## src/rtl/memory_arbiter_if.sv

```systemverilog
// Shared Hack data-memory bus: two requester ports plus the single memory port.
// The arbiter connects through the slave modport; requesters and memory use master.
interface memory_arbiter_if;
  logic        a_req;
  logic        a_we;
  logic        a_lock;
  logic [14:0] a_addr;
  logic [15:0] a_wdata;
  logic        a_gnt;
  logic        a_rvalid;
  logic [15:0] a_rdata;

  logic        b_req;
  logic        b_we;
  logic        b_lock;
  logic [14:0] b_addr;
  logic [15:0] b_wdata;
  logic        b_gnt;
  logic        b_rvalid;
  logic [15:0] b_rdata;

  logic [15:0] mem_in;
  logic        mem_load;
  logic [14:0] mem_addr;
  logic [15:0] mem_out;

  modport slave (
    input  a_req, a_we, a_lock, a_addr, a_wdata,
    output a_gnt, a_rvalid, a_rdata,
    input  b_req, b_we, b_lock, b_addr, b_wdata,
    output b_gnt, b_rvalid, b_rdata,
    output mem_in, mem_load, mem_addr,
    input  mem_out
  );

  modport master (
    output a_req, a_we, a_lock, a_addr, a_wdata,
    input  a_gnt, a_rvalid, a_rdata,
    output b_req, b_we, b_lock, b_addr, b_wdata,
    input  b_gnt, b_rvalid, b_rdata,
    input  mem_in, mem_load, mem_addr,
    output mem_out
  );
endinterface

```

## src/rtl/memory_arbiter.sv

```systemverilog
// Round-robin arbiter for the Hack data-memory port with bounded locked bursts.
// Grants are combinational; read data returns registered one cycle after the grant.
//
// state | meaning
// ARB   | no lock held, contention resolved against last winner
// OWN_A | A holds a locked burst, B waits while A keeps requesting
// OWN_B | B holds a locked burst, A waits while B keeps requesting
module memory_arbiter #(
  parameter int MAX_BURST = 4
) (
  input logic              clk,
  input logic              rst_n,
  memory_arbiter_if.slave  bus
);

  localparam int CW      = (MAX_BURST < 2) ? 1 : $clog2(MAX_BURST + 1);
  localparam bit LOCK_EN = (MAX_BURST > 1);

  typedef enum logic [1:0] {ARB, OWN_A, OWN_B} state_t;

  state_t        state;
  logic          last;      // 0 = A won last grant, 1 = B
  logic [CW-1:0] cnt;
  logic [CW-1:0] cnt_inc;
  logic          gnt_a;
  logic          gnt_b;
  logic [14:0]   sel_addr;
  logic [15:0]   sel_wdata;
  logic          sel_we;
  logic          a_rvalid_q;
  logic          b_rvalid_q;
  logic [15:0]   a_rdata_q;
  logic [15:0]   b_rdata_q;

  assign cnt_inc = cnt + CW'(1);

  // An owner that stops requesting releases its lock in the same cycle,
  // so that cycle falls through to normal arbitration.
  always_comb begin
    gnt_a = 1'b0;
    gnt_b = 1'b0;
    if (rst_n) begin
      if (state == OWN_A && bus.a_req) begin
        gnt_a = 1'b1;
      end else if (state == OWN_B && bus.b_req) begin
        gnt_b = 1'b1;
      end else if (bus.a_req && bus.b_req) begin
        gnt_a = last;
        gnt_b = ~last;
      end else begin
        gnt_a = bus.a_req;
        gnt_b = bus.b_req;
      end
    end
  end

  always_comb begin
    sel_addr  = '0;
    sel_wdata = '0;
    sel_we    = 1'b0;
    if (gnt_a) begin
      sel_addr  = bus.a_addr;
      sel_wdata = bus.a_wdata;
      sel_we    = bus.a_we;
    end else if (gnt_b) begin
      sel_addr  = bus.b_addr;
      sel_wdata = bus.b_wdata;
      sel_we    = bus.b_we;
    end
  end

  // Keyboard region is read-only: the write is granted but never reaches memory.
  assign bus.mem_addr = sel_addr;
  assign bus.mem_in   = sel_wdata;
  assign bus.mem_load = sel_we && (sel_addr[14:13] != 2'b11);

  assign bus.a_gnt    = gnt_a;
  assign bus.b_gnt    = gnt_b;
  assign bus.a_rvalid = a_rvalid_q;
  assign bus.b_rvalid = b_rvalid_q;
  assign bus.a_rdata  = a_rdata_q;
  assign bus.b_rdata  = b_rdata_q;

  always_ff @(posedge clk or negedge rst_n) begin
    if (!rst_n) begin
      state      <= ARB;
      last       <= 1'b1;
      cnt        <= '0;
      a_rvalid_q <= 1'b0;
      b_rvalid_q <= 1'b0;
      a_rdata_q  <= '0;
      b_rdata_q  <= '0;
    end else begin
      a_rvalid_q <= gnt_a && !bus.a_we;
      b_rvalid_q <= gnt_b && !bus.b_we;
      if (gnt_a && !bus.a_we) a_rdata_q <= bus.mem_out;
      if (gnt_b && !bus.b_we) b_rdata_q <= bus.mem_out;

      if (gnt_a)      last <= 1'b0;
      else if (gnt_b) last <= 1'b1;

      case (state)
        ARB: begin
          if (LOCK_EN && gnt_a && bus.a_lock) begin
            state <= OWN_A;
            cnt   <= CW'(1);
          end else if (LOCK_EN && gnt_b && bus.b_lock) begin
            state <= OWN_B;
            cnt   <= CW'(1);
          end
        end
        OWN_A: begin
          if (bus.a_req && bus.a_lock && cnt_inc != CW'(MAX_BURST)) begin
            cnt <= cnt_inc;
          end else begin
            state <= ARB;
            cnt   <= '0;
          end
        end
        OWN_B: begin
          if (bus.b_req && bus.b_lock && cnt_inc != CW'(MAX_BURST)) begin
            cnt <= cnt_inc;
          end else begin
            state <= ARB;
            cnt   <= '0;
          end
        end
        default: begin
          state <= ARB;
          cnt   <= '0;
        end
      endcase
    end
  end

endmodule

```

## src/flat_wrapper.sv

```systemverilog
// flat-port wrapper written by rule: the top's interface ports become plain ports
module memory_arbiter_flat 
#(
  parameter int MAX_BURST = 4
)
  (clk, rst_n, bus_a_req, bus_a_we, bus_a_lock, bus_a_addr, bus_a_wdata, bus_a_gnt, bus_a_rvalid, bus_a_rdata, bus_b_req, bus_b_we, bus_b_lock, bus_b_addr, bus_b_wdata, bus_b_gnt, bus_b_rvalid, bus_b_rdata, bus_mem_in, bus_mem_load, bus_mem_addr, bus_mem_out);
  memory_arbiter_if bus_i ();
  input logic clk;
  input logic rst_n;
  input wire logic [$bits(bus_i.a_req)-1:0] bus_a_req;
  input wire logic [$bits(bus_i.a_we)-1:0] bus_a_we;
  input wire logic [$bits(bus_i.a_lock)-1:0] bus_a_lock;
  input wire logic [$bits(bus_i.a_addr)-1:0] bus_a_addr;
  input wire logic [$bits(bus_i.a_wdata)-1:0] bus_a_wdata;
  output wire logic [$bits(bus_i.a_gnt)-1:0] bus_a_gnt;
  output wire logic [$bits(bus_i.a_rvalid)-1:0] bus_a_rvalid;
  output wire logic [$bits(bus_i.a_rdata)-1:0] bus_a_rdata;
  input wire logic [$bits(bus_i.b_req)-1:0] bus_b_req;
  input wire logic [$bits(bus_i.b_we)-1:0] bus_b_we;
  input wire logic [$bits(bus_i.b_lock)-1:0] bus_b_lock;
  input wire logic [$bits(bus_i.b_addr)-1:0] bus_b_addr;
  input wire logic [$bits(bus_i.b_wdata)-1:0] bus_b_wdata;
  output wire logic [$bits(bus_i.b_gnt)-1:0] bus_b_gnt;
  output wire logic [$bits(bus_i.b_rvalid)-1:0] bus_b_rvalid;
  output wire logic [$bits(bus_i.b_rdata)-1:0] bus_b_rdata;
  output wire logic [$bits(bus_i.mem_in)-1:0] bus_mem_in;
  output wire logic [$bits(bus_i.mem_load)-1:0] bus_mem_load;
  output wire logic [$bits(bus_i.mem_addr)-1:0] bus_mem_addr;
  input wire logic [$bits(bus_i.mem_out)-1:0] bus_mem_out;
  assign bus_i.a_req = bus_a_req;
  assign bus_i.a_we = bus_a_we;
  assign bus_i.a_lock = bus_a_lock;
  assign bus_i.a_addr = bus_a_addr;
  assign bus_i.a_wdata = bus_a_wdata;
  assign bus_a_gnt = bus_i.a_gnt;
  assign bus_a_rvalid = bus_i.a_rvalid;
  assign bus_a_rdata = bus_i.a_rdata;
  assign bus_i.b_req = bus_b_req;
  assign bus_i.b_we = bus_b_we;
  assign bus_i.b_lock = bus_b_lock;
  assign bus_i.b_addr = bus_b_addr;
  assign bus_i.b_wdata = bus_b_wdata;
  assign bus_b_gnt = bus_i.b_gnt;
  assign bus_b_rvalid = bus_i.b_rvalid;
  assign bus_b_rdata = bus_i.b_rdata;
  assign bus_mem_in = bus_i.mem_in;
  assign bus_mem_load = bus_i.mem_load;
  assign bus_mem_addr = bus_i.mem_addr;
  assign bus_i.mem_out = bus_mem_out;
  memory_arbiter #(.MAX_BURST(MAX_BURST)) u_core (.clk(clk), .rst_n(rst_n), .bus(bus_i));
endmodule
```

## config.mk

```make
export PLATFORM = sky130hd
export DESIGN_NAME = memory_arbiter_flat
export DESIGN_NICKNAME = d
export VERILOG_FILES = /design/src/rtl/memory_arbiter_if.sv /design/src/rtl/memory_arbiter.sv /design/src/flat_wrapper.sv
export SDC_FILE = /design/constraint.sdc
export NUM_CORES = 1
export LEC_CHECK = 0
export CAP_MARGIN = 30
export CORE_UTILIZATION = 30
export CTS_CLUSTER_SIZE = 30
export DETAILED_ROUTE_END_ITERATION = 10
export GPL_TIMING_DRIVEN = 0
export PLACE_DENSITY = 0.73
export REMOVE_ABC_BUFFERS = 1
export SETUP_SLACK_MARGIN = 0.1
export SKIP_CTS_REPAIR_TIMING = 1
export SLEW_MARGIN = 30
export SYNTH_ARGS = -nofsm -noshare
export SYNTH_HDL_FRONTEND = slang
export SYNTH_SLANG_ARGS = --single-unit
```

## constraint.sdc

```tcl
create_clock -name clk -period 5.7 [get_ports clk]
set_clock_uncertainty 0.1 [all_clocks]
set_input_delay 1.425 -clock clk [delete_from_list [all_inputs] [get_ports clk]]
set_output_delay 1.425 -clock clk [all_outputs]
set_load 0.05 [all_outputs]
```

; Word-level counts from Yosys, hierarchy flattened
; Cells that the tools add are included.
[word_totals]
inputBits = 86
regBits = 40
output_inout_bits = 68
wordCells = 59
[classes]
addsub = 1
reduce_logical = 17
n_eq_ne = 7
bitwise_logic = 1
mux = 26
[ops]
columns = cell, n
row1 = $mux 16, 2
row2 = $mux 15, 2
row3 = $logic_and 1x1->1, 12
row4 = $mux 1, 12
row5 = $mux 3, 4
row6 = $pmux 3 s3, 1
row7 = $mux 2, 4
row8 = $ne 2x2->1 const B, 3
row9 = $pmux 2 s3, 1
row10 = $add 3x1->3 const B, 1
row11 = $ne 3x1->1 const B, 1
row12 = $ne 3x3->1 const B, 1
row13 = $reduce_and 3->1, 1
row14 = $eq 2x1->1 const B, 1
row15 = $eq 2x2->1 const B, 1
row16 = $logic_not 1->1, 2
row17 = $logic_not 2->1, 1
row18 = $reduce_bool 2->1, 1
row19 = $not 1->1, 1

; Logic depth before layout (Yosys ltp)
[depth]
ltp_word = 9
ltp_mapped = 8
mapped_depth_nobuf = 5

; Worst setup path after synthesis
; OpenSTA, ideal clock, no wires.
[synth_path]
path_kind = input-to-output
start = input bus_a_req
end = output bus_mem_in[10]
arrival_time_ns = 3.157
cell_stages = 4
path_slack_ns = 1.018
required_ns = 4.175
path_cell_list = and2_1 > a221oi_4 > clkbuf_1 > a22o_1
[synth_via]
elab_chain_len = 7
elab_cells_between_ends = 12
classes_between = mux: 10 / reduce/logical: 2
[synth_lines]
columns = item, line_no
row1 = from (decl), flat_wrapper.sv:10  ; input wire logic [$bits(bus_i.a_req)-1:0] bus_a_req;
row2 = $logic_and 1x1->1, memory_arbiter.sv:47  ; end else if (bus.a_req && bus.b_req) begin
row3 = $mux 1, memory_arbiter.sv:47
row4 = $mux 1, memory_arbiter.sv:45  ; end else if (state == OWN_B && bus.b_req) begin
row5 = $mux 1 *, memory_arbiter.sv:43  ; if (state == OWN_A && bus.a_req) begin
row6 = $mux 1 *, memory_arbiter.sv:42  ; if (rst_n) begin
row7 = via bus_b_gnt, flat_wrapper.sv:23  ; output wire logic [$bits(bus_i.b_gnt)-1:0] bus_b_gnt;
row8 = $mux 16 *, memory_arbiter.sv:65  ; end else if (gnt_b) begin
row9 = $mux 16 *, memory_arbiter.sv:61  ; if (gnt_a) begin
row10 = to (decl), flat_wrapper.sv:26  ; output wire logic [$bits(bus_i.mem_in)-1:0] bus_mem_in;
; The timed path passes the listed nets; every way through them passes the cells marked *.

; Worst setup path in the final report
[layout_path]
start = input bus_a_req
end = output bus_mem_in[5]
[layout_via]
elab_chain_len = 7
elab_cells_between_ends = 12
classes_between = mux: 10 / reduce/logical: 2
[layout_lines]
columns = item, line_no
row1 = $logic_and 1x1->1, memory_arbiter.sv:47
row2 = $mux 1, memory_arbiter.sv:47
row3 = $mux 1, memory_arbiter.sv:45
row4 = $mux 1, memory_arbiter.sv:43
row5 = $mux 1, memory_arbiter.sv:42
row6 = $mux 16, memory_arbiter.sv:65
row7 = $mux 16 *, memory_arbiter.sv:61
; Every way passes the cells marked *; elsewhere a longest branch is shown, timed or not.

==> flow_summary.json <==
{
  "grt_start_max_net_pins": 37,
  "status": "finished, violations left",
  "clock_latency_ps": 280,
  "yosysSeqAreaShare": 0.494,
  "dp_hpwl_um": 4790,
  "r2r_start": "u_core.state[0]",
  "worst-path-max-fanout": 17,
  "grt_pass1_vias": 1907,
  "syn2layout_area_growth_pct": 82.0,
  "utilization": 0.574,
  "grt_usage": 0.175,
  "fmax_ghz": 0.183,
  "cts_buffers": 5,
  "drtPass1Iterations": 7,
  "drt_wl_total_um": 6240,
  "synth_area_sq_um": 2030,
  "postSynthAreaPerCell_sq_um": 13.6,
  "vias": 1838,
  "root_buffer": "clkbuf_8",
  "cts_tree": "built",
  "layout.area.seq_sq_um": 1000,
  "worstSetupPathType": "in2out",
  "fin_ws_ps": 222,
  "worstSetupStartpointType": "input pin",
  "synth_seq_cells": 40,
  "fin_area_sq_um": 3690,
  "synth_top_family_by_area": "multiplexers",
  "die_x_um": 84.2,
  "nNetsFinal": 387,
  "synth_cell_type_count": 30,
  "synth_compound_area_frac": 0.188,
  "postSynthCellCount": 149,
  "worstSetupEndpointType": "output port",
  "fp-row-count": 29,
  "worstMarginPinSlew_ps": 799,
  "io_buffer_count": 153,
  "ys_async_sr_fraction": 1.00,
  "synthAdderAreaFrac": 0.0123,
  "yosys.area_share.xor_xnor": 0,
  "failed_checks": "design-rule violations",
  "period_share": 0.961,
  "die_h_um": 84.2,
  "synthTopCellsByArea": "dfrtp_1, a22o_1, mux2_2",
  "drv_slew": 0,
  "power_mw": 1.25,
  "post-route-drc-count": 14,
  "clock_sinks": 40,
  "die_area_sq_um": 7090,
  "antenna_found_initial": 0,
  "r2r-end": "u_core.bus.a_rdata[8]",
  "vias_per_cell": 4.88,
  "hold_class": "reg2reg",
  "ys_warn_count": 0,
  "post-place-ws_ps": 129,
  "synth-edff-count": 0,
  "power_density_nw_per_um2": 340,
  "core_sq_um": 6420,
  "final_cells": 377,
  "initial_utilization": 0.316,
  "routedWlPerCell_um": 16.6,
  "grt_pass1_wl_um": 9760,
  "clk_path_buf_depth": 2,
  "rrSetupSlack_ps": 3020,
  "postRouteAntennaNets": 0,
  "dp_cells": 369,
  "yosys_most_used_dff": "dfrtp_1",
  "hold_violations": 0,
  "finalSetupViolCount": 0,
  "fillers": 557,
  "placed_cell_area_sq_um": 3600,
  "cts-htree-levels": 2,
  "ff2ff_path_depth": 4,
  "clk_pin_slew_worst_paths_ps": 80,
  "critPathRequiredTime_ps": 4180,
  "worstHoldStart": "u_core.bus.a_rdata[1]",
  "synth_top_area_frac": 0.481,
  "multi_input_area_sq_um": 922,
  "synthSimpleGateAreaFrac": 0.0568,
  "relSlewSlack": 0.454,
  "first_iter_violations": 59,
  "rsz0062_at_grt": "false",
  "grt-ovfl-total": 0,
  "crit_arrival_ps": 3950,
  "io_pins": 154,
  "maxCapViolCount": 0,
  "drive_gt1_frac": 0.157,
  "hold_path_end": "u_core.bus.a_rdata[1]",
  "synthMuxAreaShare": 0.196,
  "synth_top_cell_by_area": "dfrtp_1",
  "p_leak_nw": 1.51,
  "gp_congestion": 0.699,
  "holdPathStages": 1,
  "peakVddDrop_mv": 0.263,
  "num_antenna_cells": 0,
  "period_minus_slack_ps": 5480
}
[cells by family after synthesis]
group / after synthesis
mux: 32
buf+inv: 16
flops: 40
compound gates: 43
simple gates: 16
fa+ha+maj: 2
[routing by layer]
metal / track usage / wire length, um / up-vias
li1: - / - / 869
met1: 0.218 / 2610 / 907
met2: 0.308 / 3220 / 58
met3: 0.0413 / 365 / 4
met4: 0.0392 / 51 / 0
met5: 0 / 0 / -
[cell type report]
| type | instances | area share |
|---|---|---|
| Inverter | 3 | 0.00305 |
| Clock inverter | 2 | 0.00339 |
| Multi-Input combinational cell | 93 | 0.250 |
| Clock buffer | 6 | 0.0197 |
| Tap cell | 77 | 0.0261 |
| Timing Repair Buffer | 156 | 0.426 |
| Sequential cell | 40 | 0.272 |
[worst max-delay path: stages]
cell and delay [ps]:
clkdlybuf4s50_1 510, and2_1 240, a221oi_4 370, buf_6 230
buf_6 190, a22o_1 140, clkdlybuf4s50_1 830
[flip-flops by register name (all words and copies together) (netlist names)]
register             cells
u_core.state             2
u_core.cnt               3
u_core.bus.b_rvalid      1
u_core.last              1
u_core.bus.b_rdata      16
u_core.bus.a_rvalid      1
u_core.bus.a_rdata      16
[synthesized netlist by cell type (3+ instances only)]
| master | count |
|---|---|
| clkbuf_1 | 3 |
| buf_2 | 3 |
| mux2_4 | 10 |
| nor2_1 | 3 |
| buf_6 | 4 |
| a22o_1 | 34 |
| mux2_2 | 20 |
| a21oi_1 | 4 |
| inv_1 | 3 |
| dfrtp_1 | 39 |
[where the power goes]
group	total (mW)	internal (mW)	switching [mW]
Sequential	0.390	0.353	0.0365
Combinational	0.679	0.274	0.405
Clock	0.184	0.0856	0.0982
Total	1.25	0.713	0.540
[placed cells by master, fill, tap and decap left out, drive strengths merged]
| cell | netlist | routed |
|---|---|---|
| clkdlybuf4s50 | 0 | 151 |
| dfrtp | 39 | 39 |
| a22o | 34 | 34 |
| mux2 | 32 | 32 |
| clkbuf | 3 | 6 |
| a21oi | 4 | 4 |
| buf | 10 | 4 |
| inv | 3 | 3 |
| nor2 | 3 | 3 |
| nor2b | 2 | 2 |
| nand2b | 2 | 2 |
| nand4b | 2 | 2 |
| ha | 2 | 2 |
| nand3b | 1 | 1 |
| o2111a | 1 | 1 |
| and2 | 1 | 1 |
| nand2 | 1 | 1 |
| a221oi | 1 | 1 |
| a22oi | 1 | 1 |
| and2b | 1 | 1 |
| and4 | 1 | 1 |
| a2111oi | 1 | 1 |
| nor3b | 1 | 1 |
| nor3 | 1 | 1 |
| a32o | 1 | 1 |
| clkinv | 0 | 1 |
| clkinvlp | 0 | 1 |
| dlymetal6s2s | 0 | 1 |
| dfstp | 1 | 1 |
[how the worst max path moves through the flow]
stage / startpoint / endpoint / slack [ps]
6_report: bus_a_req / bus_mem_in[5] / 220
5_1_grt: bus_a_req / bus_mem_addr[14] / 110
4_1_cts: bus_a_req / bus_mem_load / 130
3_5_place_dp: bus_a_req / bus_mem_load / 130
3_3_place_gp: rst_n / bus_mem_load / -1690
2_1_floorplan: bus_a_req / bus_mem_load / 370
[per-stage QoR]
stage,setup TNS (ps),hold WS [ps]
after floorplan,0,366
after global placement,-64910,370
after detailed placement,0,378
after CTS,0,398
after global routing,0,415
final,0,395
(Power assumes the default switching activity.)
